===== config.mk =====
export PLATFORM = sky130hd
export DESIGN_NAME = muldiv_sequencer
export DESIGN_NICKNAME = d
export VERILOG_FILES = /design/src/rtl/muldiv_pkg.sv /design/src/rtl/muldiv_step.sv /design/src/rtl/muldiv_sequencer.sv
export SDC_FILE = /design/constraint.sdc
export NUM_CORES = 1
export LEC_CHECK = 0
export ABC_AREA = 1
export BUFFER_PORTS_ARGS = -buffer_cell sky130_fd_sc_hd__buf_2
export CAP_MARGIN = 20
export CORE_MARGIN = 8
export CORE_UTILIZATION = 62
export CTS_BUF_LIST = sky130_fd_sc_hd__clkbuf_8
export DETAILED_ROUTE_END_ITERATION = 16
export MAX_ROUTING_LAYER = met4
export PLACE_DENSITY = 0.86
export SYNTH_ARGS = -nofsm -noshare
export SYNTH_HDL_FRONTEND = slang
export SYNTH_HIERARCHICAL = 1
export SYNTH_SLANG_ARGS = --single-unit

===== constraint.sdc =====
create_clock -name Clk -period 5 [get_ports Clk]
set_clock_uncertainty 0.15 [all_clocks]
set_input_delay 0.25 -clock Clk [delete_from_list [all_inputs] [get_ports Clk]]
set_output_delay 0.25 -clock Clk [all_outputs]
set_load 0.1 [all_outputs]

===== src/rtl/muldiv_pkg.sv =====
// -----------------------------------------------------------------------------
// muldiv_pkg
// Shared definitions for the multi-cycle multiply/divide sequencer:
//   - operation encodings carried on Op_in
//   - sequencer state enum
//   - iteration count and datapath word width
// -----------------------------------------------------------------------------
package muldiv_pkg;

    localparam int WORD_W     = 32;
    localparam int ITER_COUNT = 32;

    localparam logic [1:0] OP_MULT  = 2'd0;
    localparam logic [1:0] OP_MULTU = 2'd1;
    localparam logic [1:0] OP_DIV   = 2'd2;
    localparam logic [1:0] OP_DIVU  = 2'd3;

    typedef enum logic [1:0] {
        IDLE = 2'd0,
        MUL  = 2'd1,
        DIV  = 2'd2,
        FIX  = 2'd3
    } state_t;

    function automatic logic op_is_div(input logic [1:0] op);
        return (op == OP_DIV) || (op == OP_DIVU);
    endfunction

endpackage : muldiv_pkg


===== src/rtl/muldiv_step.sv =====
// -----------------------------------------------------------------------------
// muldiv_step
// One combinational iteration of the shared multiply/divide datapath.
//   is_div   : 0 = shift-add multiply step, 1 = restoring shift-subtract step
//   acc_hi   : multiply -> running upper product half; divide -> partial remainder
//   acc_lo   : multiply -> multiplier bits (LSB consumed first);
//              divide   -> dividend bits shifting out / quotient bits shifting in
//   operand  : multiply -> multiplicand magnitude; divide -> divisor magnitude
//   next_hi  : acc_hi after this iteration
//   next_lo  : acc_lo after this iteration
// -----------------------------------------------------------------------------
module muldiv_step
    import muldiv_pkg::*;
(
    input  logic              is_div,
    input  logic [WORD_W-1:0] acc_hi,
    input  logic [WORD_W-1:0] acc_lo,
    input  logic [WORD_W-1:0] operand,
    output logic [WORD_W-1:0] next_hi,
    output logic [WORD_W-1:0] next_lo
);

    logic [WORD_W:0] sum;
    logic [WORD_W:0] shifted;
    logic [WORD_W:0] diff;

    always_comb begin
        // NOTE: every output of a combinational block gets a default first,
        // so no path through the branches below can leave one unassigned
        // (which would infer a latch).
        next_hi = acc_hi;
        next_lo = acc_lo;

        // Multiply: add the multiplicand when the current multiplier bit is set,
        // then shift the 65-bit {carry, hi, lo} right by one.
        sum = {1'b0, acc_hi} + (acc_lo[0] ? {1'b0, operand} : '0);

        // Divide: bring the next dividend bit into the remainder and try the
        // subtraction. Since the remainder stays below the divisor, a clear
        // borrow bit means the difference fits back into WORD_W bits.
        shifted = {acc_hi, acc_lo[WORD_W-1]};
        diff    = shifted - {1'b0, operand};

        if (is_div) begin
            if (!diff[WORD_W]) begin
                next_hi = diff[WORD_W-1:0];
                next_lo = {acc_lo[WORD_W-2:0], 1'b1};
            end else begin
                next_hi = shifted[WORD_W-1:0];
                next_lo = {acc_lo[WORD_W-2:0], 1'b0};
            end
        end else begin
            next_hi = sum[WORD_W:1];
            next_lo = {sum[0], acc_lo[WORD_W-1:1]};
        end
    end

endmodule : muldiv_step


===== src/rtl/muldiv_sequencer.sv =====
// -----------------------------------------------------------------------------
// muldiv_sequencer
// Multi-cycle MIPS-style HI/LO multiply/divide unit: 32 shift-add or restoring
// shift-subtract iterations followed by one sign-fix/write cycle.
//
// Build option: define MULDIV_SIGNED_EN to make MULT/DIV signed. Without it,
// MULT/DIV behave exactly as MULTU/DIVU and no sign logic is built.
//
// Ports:
//   Clk          : clock, all state on rising edge
//   Reset        : synchronous active-high reset
//   Start_in     : request a new operation (accepted only in IDLE)
//   Op_in        : 0 MULT, 1 MULTU, 2 DIV, 3 DIVU
//   A_in, B_in   : operands, captured at acceptance
//   HiLoRead_in  : decode stage holds MFHI/MFLO
//   Hi_out/Lo_out: HI/LO registers, written only in FIX
//   Busy_out     : operation in flight
//   Done_out     : one-cycle pulse after HI/LO take a new result
//   DivZero_out  : pulses with Done_out when a divide had B = 0
//   Stall_out    : HiLoRead_in AND Busy_out (combinational)
// -----------------------------------------------------------------------------
module muldiv_sequencer
    import muldiv_pkg::*;
(
    input  logic              Clk,
    input  logic              Reset,
    input  logic              Start_in,
    input  logic [1:0]        Op_in,
    input  logic [WORD_W-1:0] A_in,
    input  logic [WORD_W-1:0] B_in,
    input  logic              HiLoRead_in,
    output logic [WORD_W-1:0] Hi_out,
    output logic [WORD_W-1:0] Lo_out,
    output logic              Busy_out,
    output logic              Done_out,
    output logic              DivZero_out,
    output logic              Stall_out
);

    state_t            state;
    logic [5:0]        count;
    logic              is_div;
    logic              div_zero;
    logic [WORD_W-1:0] acc_hi;
    logic [WORD_W-1:0] acc_lo;
    logic [WORD_W-1:0] operand;

    logic [WORD_W-1:0] a_mag;
    logic [WORD_W-1:0] b_mag;
    logic [WORD_W-1:0] step_hi;
    logic [WORD_W-1:0] step_lo;
    logic [WORD_W-1:0] fix_hi;
    logic [WORD_W-1:0] fix_lo;

`ifdef MULDIV_SIGNED_EN
    logic              signed_op;
    logic              a_neg;
    logic              b_neg;
    logic              neg_main;    // negate product / quotient
    logic              neg_rem;     // remainder follows dividend sign
    logic [2*WORD_W-1:0] product;
`endif

    assign Stall_out = HiLoRead_in & Busy_out;

    // Operand magnitudes fed to the unsigned iteration datapath.
    always_comb begin
`ifdef MULDIV_SIGNED_EN
        signed_op = (Op_in == OP_MULT) || (Op_in == OP_DIV);
        a_neg     = signed_op & A_in[WORD_W-1];
        b_neg     = signed_op & B_in[WORD_W-1];
        a_mag     = a_neg ? -A_in : A_in;
        b_mag     = b_neg ? -B_in : B_in;
`else
        a_mag     = A_in;
        b_mag     = B_in;
`endif
    end

    muldiv_step u_step (
        .is_div  (is_div),
        .acc_hi  (acc_hi),
        .acc_lo  (acc_lo),
        .operand (operand),
        .next_hi (step_hi),
        .next_lo (step_lo)
    );

    // Result as written in FIX. The accumulator already holds {hi, lo} in the
    // architectural placement for both multiply and divide, so only the sign
    // correction differs. A divide-by-zero result is preloaded and bypasses it.
    always_comb begin
        fix_hi = acc_hi;
        fix_lo = acc_lo;
`ifdef MULDIV_SIGNED_EN
        product = {acc_hi, acc_lo};
        if (!div_zero) begin
            if (is_div) begin
                if (neg_main) fix_lo = -acc_lo;
                if (neg_rem)  fix_hi = -acc_hi;
            end else if (neg_main) begin
                product = -product;
                fix_hi  = product[2*WORD_W-1:WORD_W];
                fix_lo  = product[WORD_W-1:0];
            end
        end
`endif
    end

    always_ff @(posedge Clk) begin
        if (Reset) begin
            // The working registers (acc_*, operand, flags) are always loaded
            // at acceptance before being read, so they carry no reset.
            state       <= IDLE;
            count       <= '0;
            Hi_out      <= '0;
            Lo_out      <= '0;
            Busy_out    <= 1'b0;
            Done_out    <= 1'b0;
            DivZero_out <= 1'b0;
        end else begin
            // NOTE: sequential state uses non-blocking assignments so every
            // register samples the pre-edge values of the others.
            Done_out    <= 1'b0;
            DivZero_out <= 1'b0;

            case (state)
                IDLE: begin
                    if (Start_in) begin
                        Busy_out <= 1'b1;
                        count    <= 6'(ITER_COUNT);
                        is_div   <= op_is_div(Op_in);
`ifdef MULDIV_SIGNED_EN
                        neg_main <= a_neg ^ b_neg;
                        neg_rem  <= a_neg;
`endif
                        if (op_is_div(Op_in) && (B_in == '0)) begin
                            // Skip iteration; FIX writes Hi = A, Lo = all ones.
                            div_zero <= 1'b1;
                            acc_hi   <= A_in;
                            acc_lo   <= '1;
                            operand  <= '0;
                            state    <= FIX;
                        end else if (op_is_div(Op_in)) begin
                            div_zero <= 1'b0;
                            acc_hi   <= '0;
                            acc_lo   <= a_mag;
                            operand  <= b_mag;
                            state    <= DIV;
                        end else begin
                            div_zero <= 1'b0;
                            acc_hi   <= '0;
                            acc_lo   <= b_mag;
                            operand  <= a_mag;
                            state    <= MUL;
                        end
                    end
                end

                MUL, DIV: begin
                    acc_hi <= step_hi;
                    acc_lo <= step_lo;
                    count  <= count - 6'd1;
                    if (count == 6'd1) begin
                        state <= FIX;
                    end
                end

                FIX: begin
                    Hi_out      <= fix_hi;
                    Lo_out      <= fix_lo;
                    Done_out    <= 1'b1;
                    DivZero_out <= div_zero;
                    Busy_out    <= 1'b0;
                    state       <= IDLE;
                end
            endcase
        end
    end

endmodule : muldiv_sequencer


---- After elaboration in Yosys (flattened, before gate mapping) ----
Index checks and enable logic that the tools add are counted.
storage, ports and cells
  register bits after elaboration ......... 173
  input bits .............................. 70
cells by class
  $add $sub $neg .......................... 3
  equal/unequal tests ..................... 8
  mux-type cells .......................... 24
  bitwise logic cells ..................... 3
  reduce and logical (&&, ||, !) cells .... 13
operator list
  operator             count
  $mux 32              10
  $pmux 32 s2          2
  $add 32x33->33       1
  $sub 33x32->33       1
  $logic_not 32->1     1
  $pmux 6 s2           1
  $eq 2x2->1 const B   4
  $mux 2               4
  $eq 6x1->1 const B   1
  $mux 6               1
  $pmux 2 s3           1
  $reduce_and 2->1     3
  $reduce_and 3->1     2
  $sub 6x1->6 const B  1
  $mux 1               4
  $ne 2x2->1 const B   2
  $reduce_bool 2->1    2
  $reduce_or 2->1      2
  $eq 2x1->1 const B   1
  $logic_not 2->1      1
  $not 1->1            2
  $pmux 1 s2           1
  $and 1x1->1          1
  $logic_and 1x1->1    1
  $logic_or 1x1->1     1

---- Logic depth before layout (Yosys ltp) ----
Gate-level depths: netlist of the first run.
  depth in word-level cells ............... 6
  gate-level depth with buffers ........... 20
  gate-level depth less buffers ........... 19

---- Cells and area by module ----
The synthesis of the first run kept the hierarchy.
modules (own cells, without submodules)
  module            times used  cells an instance  area each (sq um)
  muldiv_sequencer  1           862                7485.9
  muldiv_step       1           1299               6361.1

---- Worst setup path before layout of the first run ----
Ideal clock, no wire load.
  path type ............................... register -> register
  start point ............................. register state[0]
  end point ............................... register acc_hi[0], enable pin
  library setup time ...................... 0.486 ns
  arrival time ............................ 3.672 ns
  slack ................................... 0.692 ns
  stages on the path, launching flop included .. 8
  path buffers ............................ 0
  period minus slack after synthesis ...... 4.308 ns
  cell sequence ........................... dfxtp_1 > inv_1 > ha_1 > inv_1 > nor2_1 > nor2_2 > inv_2 > nor2_1
on the way
  word-level cells in the longest chain between the ends .. 4
  elaborated cells between the ends (all ways) .. 7
ends and longest elaborated chain
  element                                   line                     text
  start: declaration                        muldiv_sequencer.sv:40   state_t state;
  start signal: assignment                  muldiv_sequencer.sv:114  state <= IDLE;
  start signal: assignment                  muldiv_sequencer.sv:143  state <= FIX;
  start signal: assignment                  muldiv_sequencer.sv:149  state <= DIV;
  $eq 2x1->1 or $eq 2x2->1 (tied branches)  muldiv_sequencer.sv:127  case (state)
  $reduce_or 2->1                           muldiv_sequencer.sv:127
  $reduce_bool 2->1 (no source line)        n/a
  $reduce_and 3->1 (no source line) *       n/a
  end signal: assignment                    muldiv_sequencer.sv:140  acc_hi <= A_in;
  end signal: assignment                    muldiv_sequencer.sv:161  acc_hi <= step_hi;
  end: declaration                          muldiv_sequencer.sv:44   logic [WORD_W-1:0] acc_hi;
Every way passes the cells marked *; elsewhere a longest branch is shown, timed or not.
A chain may end at the register's enable or synchronous reset.

---- Worst setup path after layout of the first run ----
  start point ............................. register acc_lo[0]
  end point ............................... register acc_hi[29] (data pin)
on the way
  word-level cells in the longest chain between the ends .. 4
ends and longest elaborated chain
  element                   line                     text
  start: declaration        muldiv_sequencer.sv:45   logic [WORD_W-1:0] acc_lo;
  start signal: assignment  muldiv_sequencer.sv:147  acc_lo <= a_mag;
  start signal: assignment  muldiv_sequencer.sv:153  acc_lo <= b_mag;
  start signal: assignment  muldiv_sequencer.sv:162  acc_lo <= step_lo;
  $mux 32                   muldiv_step.sv:36        sum = {1'b0, acc_hi} + (acc_lo[0] ? {1'b0, operand} : '0);
  $add 32x33->33            muldiv_step.sv:36
  $mux 32                   muldiv_step.sv:44        if (is_div) begin
  via step_hi[29]           muldiv_sequencer.sv:50   logic [WORD_W-1:0] step_hi;
  $pmux 32 s2               muldiv_sequencer.sv:127
The timed path passes the listed nets, and every way through them passes these cells.

==> impl_metrics.csv, run 1 <==
group,metric,value,unit
global_route,grt_pass1_vias,14971,
critical_path,cp-start-kind,"flip-flop",
logic_synthesis,syn_area,13850,sq um
critical_path,critPathRequiredTime,5.06,ns
route,drt-vias-per-instance,5.951,
route,dr.pass1.iters,8,
flow_run,cap_viol_max_count,0,
critical_path,path_class,"reg2reg",
critical_path,worstSetupEndpointType,"flip-flop",
clocking,cts_made_buffers,17,
place,hpwl,35250,um
clocking,cts.sinks,173,
pwr,leakage,8.410,nW
route,drtIter0Drc,2243,
logic_synthesis,async_reset_ff_frac,0,
clocking,cts-resized-gates,0,
floorplan,fp.dieArea,27370,sq um
clocking,root_buffer,"clkbuf_8",
clocking,ctsLongestPathBuffers,2,
timing,setup_viol,0,
route,vias,15670,
floorplan,initial_core_util,0.6325,
place,gp_congestion,0.9986,
logic_synthesis,synth_area_leader_cell,"edfxtp_1",
timing,maxSlewViolCount,0,
critical_path,crit_family,"simple AND/OR/NAND/NOR gates",
critical_path,crit_fanout,12,
logic_synthesis,ys_ff_latch,173,
pwr,p_per_area,620.3,nW/um^2
logic_synthesis,syn_nets,2301,
global_route,grt_pass1_wl,79000,um
worst_hold_path,holdCritPathClass,"in2reg",
timing,hold_viol,0,
critical_path,crit_chain,"nand2_1 > inv_1 > ha_1 > fa_1 > nand2_1 > nand2_1 > o21ai_0 > o21ai_0 > nand3b_1 > nand2_1 > nand2_1 > nand2_1 > nand2_1 > nand3_1 > nand2_1 > nand2_1 > o21ai_2",
logic_synthesis,synth_area_per_cell,6.408,sq um
final_layout,nets,2478,
logic_synthesis,synth.yosys.warnings,6,
timing,setup_tns,0,ns
outcome,status,"finished, final reports clean",
clocking,cts_tree,"built",
clocking,clk_latency,0.50,ns
critical_path,cpMostUsedCell,"nand2_1",
logic_synthesis,yosysSeqAreaShare,0.3210,
route,wl,50140,um
timing,fmax,284.7,MHz
timing,min_period_over_period,0.7024,
logic_synthesis,synthCells,2161,
pwr,peakVddDrop,478.1,uV
critical_path,crit_path_max_incr_delay,0.63,ns
logic_synthesis,synth.area.top_cells,"edfxtp_1 (21%), nand2_1 (20%), dfxtp_1 (11%)",
floorplan,core_region_area,21890,sq um
floorplan,fp.dieW,165.4,um
final_layout,drive_gt1_frac,0.1170,
route,antenna_left,0,
timing,finalCriticalPeriod,3.512,ns
clocking,cts_max_level,4,
clocking,clk_pin_slew,0.11,ns
global_route,grt_max_degree,99,
logic_synthesis,synth_edf_count,98,
floorplan,ioPinCount,138,
logic_synthesis,synth_top_area_share,0.2125,
timing,slew_headroom,0.2540,
global_route,overflow,0,
logic_synthesis,synth_cell_types,51,
global_route,grt_usage,0.3798,
logic_synthesis,ys.flop_type,"edfxtp_1",
critical_path,cp_data_arrival_time,3.57,ns
logic_synthesis,synthTopCellsByCount,"nand2_1 (725), nor2_1 (304), inv_1 (266), o21ai_0 (150), nand3_1 (130)",
critical_path,path_buf_inv,1,
timing,fin_hold_ws,0.06873,ns
final_layout,utilization,0.7250,
route,drcViolationCount,0,
floorplan,num_rows,54,
final_layout,syn2layout_area_growth,14.61,%
timing,rsz0062_at_grt,"false",
timing,worst_slew_pin_slew,1.115,ns
place,port_buffers,136,
logic_synthesis,synth.most_common_cell,"nand2_1",
route,wl_per_cell,19.04,um
global_route,antenna_found_initial,1,
floorplan,die_y,165.4,um
critical_path,critPathSlowestCell,"edfxtp_1",
==> final cells by class <==
| cell class | instances | area (sq um) |
|---|---|---|
| timing repair buffer | 234 | 1632 |
| antenna | 2 | 5.005 |
| tap | 280 | 350.3 |
| multi-input combinational | 1640 | 7983 |
| sequential | 173 | 4444 |
| clock buffer | 18 | 247.7 |
| fill | 1739 | 6021 |
| inverter | 272 | 1021 |
| clock inverter | 14 | 187.7 |
==> worst reg2reg max path: stages, from the launching register on <==
cell      delay [ns]
edfxtp_1        0.63
nand2_1         0.09
inv_1           0.07
ha_1            0.34
fa_1            0.31
nand2_1         0.07
nand2_1         0.06
o21ai_0         0.16
o21ai_0         0.51
nand3b_1        0.14
nand2_1         0.20
nand2_1         0.13
nand2_1         0.09
nand2_1         0.05
nand3_1         0.07
nand2_1         0.06
nand2_1         0.07
o21ai_2         0.07
==> worst paths after layout <==
path	cells past startpoint	to	slack [ns]	from
min	5	acc_lo[3]	0.07	B_in[3]
max reg2reg	17	acc_hi[29]	1.49	acc_lo[0]
min reg2reg	2	Hi_out[20]	0.36	Hi_out[20]
max	17	acc_hi[29]	1.49	acc_lo[0]
==> through the flow <==
step                      std cells  area (sq um)  power (mW)  setup WS [ns]
after floorplan                2161         13850       7.007         0.6924
after detailed placement       2513         14570       8.430          1.618
final                          2633         15870       9.844          1.488
after global placement         2513         14570       8.276          1.666
after CTS                      2631         15870       9.567          1.608
after global routing           2632         15870       10.50          1.272
==> logic make-up after synthesis <==
kind of cell | synth area share
and+or+nand+nor | 0.3827
xor gates and xnor gates | 0.01075
adders and majority gates | 0.06434
DFF | 0.3210
AOI/OAI and AO/OA | 0.1176
buffers and inverters | 0.1036
==> sequential cells by signal (all words and copies together) (netlist names) <==
name,count
acc_lo,32
Done_out,1
Busy_out,1
is_div,1
Lo_out,32
state,2
operand,32
DivZero_out,1
div_zero,1
Hi_out,32
acc_hi,32
count,6
==> layout by cell type (no fill, tap or decap), types with 69 or more instances in the layout <==
cell type,n
nand3_1,130
nand2_1,725
dfxtp_1,75
buf_2,136
a21oi_1,69
nor2_1,302
o21ai_0,150
inv_1,265
dlygate4sd3_1,86
edfxtp_1,98
==> report_power, final <==
part | total (mW) | internal [mW] | switching [mW] | leakage [nW]
clock network | 1.09 | 0.408 | 0.680 | 0.216
logic | 6.27 | 1.84 | 4.44 | 6.65
registers | 2.48 | 2.03 | 0.448 | 1.55
==> per-layer routing <==
layer / global-route usage / vias to the layer above / part of all wire
li1: - / 7205 / -
met1: 0.4744 / 7148 / 0.39
met2: 0.6109 / 1121 / 0.46
met3: 0.06966 / 196 / 0.11
met4: 0.1299 / 0 / 0.040
met5: - / - / 0
==> timing repair <==
action,CTS,global route
setup buffers,0,0
hold buffers,86,0
hold endpoints to repair,71,0
No activity file was read; power rests on OpenSTA's default activity.
==> inputs of run 2 (changes only) <==
--- a/config.mk
+++ b/config.mk
@@ -5,11 +5,11 @@
 export SDC_FILE = /design/constraint.sdc
 export NUM_CORES = 1
 export LEC_CHECK = 0
-export ABC_AREA = 1
+export ABC_AREA = 0
 export BUFFER_PORTS_ARGS = -buffer_cell sky130_fd_sc_hd__buf_2
 export CAP_MARGIN = 20
 export CORE_MARGIN = 8
-export CORE_UTILIZATION = 62
+export CORE_UTILIZATION = 61
 export CTS_BUF_LIST = sky130_fd_sc_hd__clkbuf_8
 export DETAILED_ROUTE_END_ITERATION = 16
 export MAX_ROUTING_LAYER = met4
==> constraint.sdc (replaced) <==
create_clock -name Clk -period 3.6 [get_ports Clk]
set_clock_uncertainty 0.15 [all_clocks]
set_input_delay 0.18 -clock Clk [delete_from_list [all_inputs] [get_ports Clk]]
set_output_delay 0.18 -clock Clk [all_outputs]
set_load 0.1 [all_outputs]
==> run 2 against run 1 <==
Compared with the run above: the run now ends with negative setup slack left; sequential share of layout area grew 1.6 points; die area is 11% lower; wire length fell by 21%; critical path depth is 3 lower; core utilization grew 5.3 points; maximum frequency is 4.9% lower; sequential cell count unchanged; design area fell by 5.3%; combinational power is 21% higher; setup slack worse by 1.6 ns; sequential power is 26% higher; clock power is 50% higher.
==> impl_metrics.csv, run 2 <==
group,metric,value,unit
place,gp_congestion,0.9705,
route,drt-vias-per-instance,6.436,
route,drtIter0Drc,1416,
logic_synthesis,synth_top_area_share,0.2462,
global_route,grt_usage,0.3223,
critical_path,crit_end,"acc_hi[26]",
clocking,cts_made_buffers,17,
pwr,p_per_area,819.3,nW/um^2
critical_path,crit_chain,"buf_6 > and2_4 > ha_4 > a211oi_2 > o21bai_1 > nand4_1 > a311o_1 > a21boi_1 > buf_4 > a31oi_2 > nor3b_2 > a221oi_1 > o21a_1 > a22o_1",
timing,worst_slew_pin_slew,0.8882,ns
logic_synthesis,synth.yosys.warnings,6,
final_layout,nets,1624,
final_layout,drive_gt1_frac,0.2959,
critical_path,cp-start-kind,"flip-flop",
logic_synthesis,synth.most_common_cell,"nor2_1",
floorplan,core_region_area,19330,sq um
logic_synthesis,synth.area.top_cells,"edfxtp_1 (25%), dfxtp_1 (13%), mux2i_1 (8.1%)",
logic_synthesis,yosysSeqAreaShare,0.3719,
pwr,peakVddDrop,1098,uV
clocking,clk_latency,0.48,ns
logic_synthesis,synth_area_per_cell,9.788,sq um
timing,min_period_over_period,1.026,
final_layout,final_common_cell,"buf_2",
timing,fin_ws,-0.09183,ns
timing,finalCriticalPeriod,3.692,ns
logic_synthesis,syn_area,11950,sq um
route,antenna_left,0,
route,drcViolationCount,0,
pwr,leakage,6.381,nW
critical_path,crit_path_max_incr_delay,0.54,ns
logic_synthesis,ys_ff_latch,173,
critical_path,cp_data_arrival_time,3.77,ns
clocking,root_buffer,"clkbuf_8",
critical_path,rrSetupSlack,-0.09,ns
critical_path,crit_family,"compound AO/OA/AOI/OAI gates",
global_route,antenna_found_initial,5,
logic_synthesis,synth_area_leader_cell,"edfxtp_1",
critical_path,worstSetupEndpointType,"flip-flop",
logic_synthesis,synthCells,1221,
critical_path,reg2regPathDepth,14,
timing,fin_hold_ws,0.03453,ns
floorplan,num_rows,51,
flow_run,cap_viol_max_count,0,
floorplan,fp.dieW,156.0,um
final_layout,mostFrequentLayoutCells,"buf_2 (137), nor2_1 (116), edfxtp_1 (98)",
critical_path,r2r_start,"acc_lo[0]",
floorplan,ioPinCount,138,
floorplan,fp.dieArea,24330,sq um
pwr,total_power,12.32,mW
logic_synthesis,ys.flop_type,"edfxtp_1",
clocking,cts_tree,"built",
route,wl_per_cell,22.50,um
timing,rsz0062_at_grt,"true",
clocking,cts.sinks,173,
worst_hold_path,holdCritPathClass,"in2reg",
logic_synthesis,async_reset_ff_frac,0,
clocking,clk_pin_slew,0.10,ns
critical_path,regToRegEndpoint,"acc_hi[26]",
outcome,status,"finished with violations",
critical_path,cp_num_cells,14,
critical_path,path_buf_inv,2,
floorplan,die_y,156.0,um
critical_path,critPathRequiredTime,3.68,ns
global_route,grt_pass1_wl,59830,um
logic_synthesis,synthTopCellsByCount,"nor2_1 (119), edfxtp_1 (98), mux2i_1 (97), a21oi_1 (77), dfxtp_1 (75)",
logic_synthesis,synth_cell_types,73,
critical_path,crit_fanout,5,
logic_synthesis,syn_nets,1361,
global_route,grt_pass1_vias,11043,
place,hpwl,25660,um
floorplan,initial_core_util,0.6181,
place,port_buffers,136,
critical_path,critPathSlowestCell,"edfxtp_1",
timing,setup_tns,-0.2801,ns
timing,setup_viol,5,
global_route,overflow,0,
logic_synthesis,synth_edf_count,98,
outcome,violations,"negative setup slack",
critical_path,crit_start,"acc_lo[0]",
clocking,ctsLongestPathBuffers,2,
timing,maxSlewViolCount,0,
route,vias,11372,
global_route,grt_max_degree,74,
timing,hold_viol,0,
critical_path,path_class,"reg2reg",
route,wl,39750,um
route,dr.pass1.iters,7,
final_layout,syn2layout_area_growth,25.82,%
timing,slew_headroom,0.4079,
timing,fmax,270.9,MHz
clocking,cts_max_level,4,
run 2: worst min-delay path by stage:
stage | startpoint | to | slack (ns) | depth (start not counted)
floorplan | Reset | Done_out | 0.10 | 1
global placement | Reset | Busy_out | 0.30 | 2
detailed placement | Reset | Busy_out | 0.31 | 2
CTS | B_in[2] | operand[2] | 0.02 | 2
global route | B_in[2] | operand[2] | 0.02 | 2
finish | B_in[2] | operand[2] | 0.03 | 2
run 2: power breakdown:
group	total [mW]	internal, mW	switching (mW)	leakage, nW
sequential	3.12	2.69	0.431	1.53
combinational	7.56	3.32	4.24	4.61
clock	1.64	0.793	0.847	0.234
total	12.3	6.80	5.52	6.38
run 2: per-stage QoR:
step | cell area [sq um] | instances | setup slack (ns) | util
after floorplan | 11950 | 1221 | 0.2250 | -
after global placement | 13280 | 1632 | 0.03286 | 0.6866
after detailed placement | 13280 | 1632 | -0.04767 | 0.6866
after CTS | 14530 | 1744 | -0.01849 | 0.7517
after global routing | 15040 | 1767 | -0.1492 | 0.7777
final | 15040 | 1767 | -0.09183 | 0.7777
run 2: logic make-up after synthesis:
family / after synthesis / share of synthesized area
DFF: 173 / 0.3719
muxes: 161 / 0.1415
buffers and inverters: 130 / 0.04816
adders and majority gates: 70 / 0.07454
AOI/OAI and AO/OA: 292 / 0.1788
xor gates and xnor gates: 54 / 0.03957
and+or+nand+nor: 341 / 0.1455
run 2: area by class of cell:
cell class,instances,area (sq um)
antenna,5,12.51
clock buffer,18,247.7
clock inverter,14,203.9
fill,1170,4298
inverter,57,214.0
multi-input combinational,918,7302
sequential,173,4444
tap,265,331.6
timing repair buffer,317,2281
run 2: metal layers:
layer / vias to the layer above / track usage / share of wire
met5: - / - / 0
li1: 5056 / - / -
met2: 761 / 0.5009 / 0.46
met4: 0 / 0.1326 / 0.038
met1: 5412 / 0.4016 / 0.40
met3: 143 / 0.07036 / 0.11
run 2: timing repair:
action,in CTS,in global routing
hold endpoints to repair,93,0
pin swaps,2,37
gates cloned,0,2
gates resized for setup,1,76
setup endpoints to repair,2,32
setup buffers,0,16
hold buffers,80,0
==> inputs of run 3 (changes only) <==
--- a/config.mk
+++ b/config.mk
@@ -5,11 +5,12 @@
 export SDC_FILE = /design/constraint.sdc
 export NUM_CORES = 1
 export LEC_CHECK = 0
-export ABC_AREA = 0
+export ABC_AREA = 1
 export BUFFER_PORTS_ARGS = -buffer_cell sky130_fd_sc_hd__buf_2
 export CAP_MARGIN = 20
+export CORE_ASPECT_RATIO = 1.1
 export CORE_MARGIN = 8
-export CORE_UTILIZATION = 61
+export CORE_UTILIZATION = 62
 export CTS_BUF_LIST = sky130_fd_sc_hd__clkbuf_8
 export DETAILED_ROUTE_END_ITERATION = 16
 export MAX_ROUTING_LAYER = met4
==> run 3 against run 2 <==
Compared with the run above: the run now ends clean; setup slack improved by 0.37 ns; maximum frequency rose by 11%; sequential power rose by 8.3%; core utilization fell by 5.6 points; largest power group unchanged; highest routed layer unchanged.
==> impl_metrics.csv, run 3 (same netlist as run 1, synthesis figures left out) <==
group,metric,value,unit
route,drt-vias-per-instance,5.767,
final_layout,multi_input_area,7983,sq um
place,post-place-ws,0.3204,ns
critical_path,path_class,"reg2reg",
floorplan,die_y,172.7,um
timing,fmax,300.7,MHz
floorplan,ioPinCount,138,
global_route,grt_usage,0.3634,
critical_path,reg2regPathDepth,19,
critical_path,crit_chain,"inv_1 > ha_1 > fa_1 > inv_1 > nand2_1 > nand2_1 > nand3_1 > nand2_2 > nand2_2 > nand2_2 > nand2_4 > nand2_4 > nand2_4 > nand3_1 > nand2_1 > nand2_1 > nand2_1 > nand2_1 > o21ai_0",
critical_path,cp_data_arrival_time,3.36,ns
final_layout,final_common_cell,"nand2_1",
final_layout,ff_latch_area,4444,sq um
final_layout,drive_gt1_frac,0.1171,
critical_path,critPathSlowestCell,"fa_1",
global_route,grt_pass1_vias,14344,
final_layout,syn2layout_area_growth,14.94,%
critical_path,crit_fanout,16,
floorplan,initial_core_util,0.6283,
timing,min_period_over_period,0.9238,
floorplan,core_region_area,22040,sq um
critical_path,r2r_start,"acc_lo[31]",
floorplan,fp.dieW,158.5,um
critical_path,regToRegEndpoint,"acc_hi[31]",
critical_path,cpMostUsedCell,"nand2_1",
route,wl,48370,um
clocking,clk_pin_slew,0.11,ns
clocking,clk_latency,0.49,ns
clocking,root_buffer,"clkbuf_8",
global_route,overflow,0,
route,dr.pass1.iters,8,
outcome,status,"finished, final reports clean",
place,port_buffers,136,
place,dp_cells,2530,
pwr,peakVddDrop,1073,uV
clocking,ctsLongestPathBuffers,2,
route,wl_per_cell,18.22,um
timing,setup_tns,0,ns
timing,setup_viol,0,
place,hpwl,34730,um
timing,fin_ws,0.2744,ns
final_layout,fillCellCount,1806,
timing,hold_viol,0,
critical_path,cp-start-kind,"flip-flop",
final_layout,utilization,0.7222,
final_layout,fin_cells,2655,
final_layout,mostFrequentLayoutCells,"nand2_1 (725), nor2_1 (302), inv_1 (266)",
route,drcViolationCount,0,
pwr,p_per_area,846.6,nW/um^2
route,vias,15312,
timing,worst_slew_pin_slew,1.056,ns
global_route,grt_max_degree,99,
timing,fin_hold_ws,0.05802,ns
worst_hold_path,holdCritPathClass,"in2reg",
critical_path,crit_path_max_incr_delay,0.46,ns
timing,maxSlewViolCount,0,
timing,slew_headroom,0.2937,
global_route,grt_pass1_wl,75980,um
route,antenna_left,0,
place,gp_congestion,1.012,
worst_hold_path,worstHoldEndpoint,"acc_lo[29]",
pwr,leakage,8.417,nW
worst_hold_path,hold_depth,5,
clocking,cts_max_level,4,
flow_run,cap_viol_max_count,0,
critical_path,worstSetupEndpointType,"flip-flop",
global_route,antenna_found_initial,3,
route,drtIter0Drc,2060,
critical_path,critPathRequiredTime,3.64,ns
floorplan,fp.dieArea,27380,sq um
critical_path,rrSetupSlack,0.27,ns
timing,rsz0062_at_grt,"false",
worst_hold_path,min-delay-start,"B_in[29]",
clocking,cts.sinks,173,
floorplan,num_rows,57,
critical_path,crit_start,"acc_lo[31]",
final_layout,nets,2483,
timing,finalCriticalPeriod,3.326,ns
clocking,cts_tree,"built",
clocking,cts_made_buffers,17,
## run 3: cell types whose count changed in the layout (fill, tap and decap cells not counted), sizes merged, moves of 19 or more
cell | previous run | this run
xnor2 | 29 | 10
a22o | 33 | 0
inv | 63 | 277
o221a | 32 | 0
buf | 237 | 150
o21ai | 28 | 193
a21o | 31 | 4
nand2 | 67 | 754
nor2 | 119 | 311
mux2 | 64 | 0
or3 | 36 | 0
and2 | 39 | 7
nand3 | 20 | 139
mux2i | 97 | 0
## run 3: routing by layer
layer / track usage / wire [um] / vias to the layer above
li1: - / - / 7215
met1: 0.4600 / 18710 / 6977
met2: 0.5764 / 22680 / 969
met3: 0.05586 / 5014 / 151
met4: 0.1349 / 1965 / 0
met5: - / 0 / -
## run 3: layout make-up
class,instances,share of cell area
inverter,272,0.06415
tap,295,0.02319
clock buffer,17,0.01470
antenna,4,0.0006289
clock inverter,15,0.009591
timing repair buffer,239,0.1069
sequential,173,0.2792
multi-input combinational,1640,0.5016
## run 3: timing repair
item	4_1_cts	5_1_grt
gates resized for setup	0	0
buffers inserted	0	0
endpoints found under the hold margin	95	0
setup endpoints to repair	0	0
hold buffers	89	0
## run 3: per-stage QoR
step                total power [mW]  cell area, sq um
detailed placement             11.71             14630
global placement               11.53             14630
global route                   14.43             15910
CTS                            13.19             15910
floorplan                      9.727             13850
finish                         13.47             15920
## run 3: report_power, final
group,switching (mW),total (mW),internal (mW)
Clock,0.871,1.39,0.517
Sequential,0.557,3.38,2.82
Combinational,6.12,8.70,2.58
## run 3: worst max-delay path, delay by kind of cell, from the launching register on
kind	cells	cell delay, ns
simple gates	14	1.53
fa+ha+maj	2	0.73
buf+inv	2	0.20
compound gates	1	0.08
flops	1	0.36
## run 3: worst max path at each step
| stage | endpoint | slack (ns) | depth (start not counted) |
|---|---|---|---|
| final | acc_hi[31] | 0.27 | 19 |
| after floorplan | acc_hi[0] | 0.37 | 7 |
| after global placement | acc_hi[31] | 0.41 | 19 |
| after global routing | acc_hi[29] | 0.07 | 17 |
| after CTS | acc_hi[31] | 0.31 | 19 |
| after detailed placement | acc_hi[31] | 0.32 | 19 |
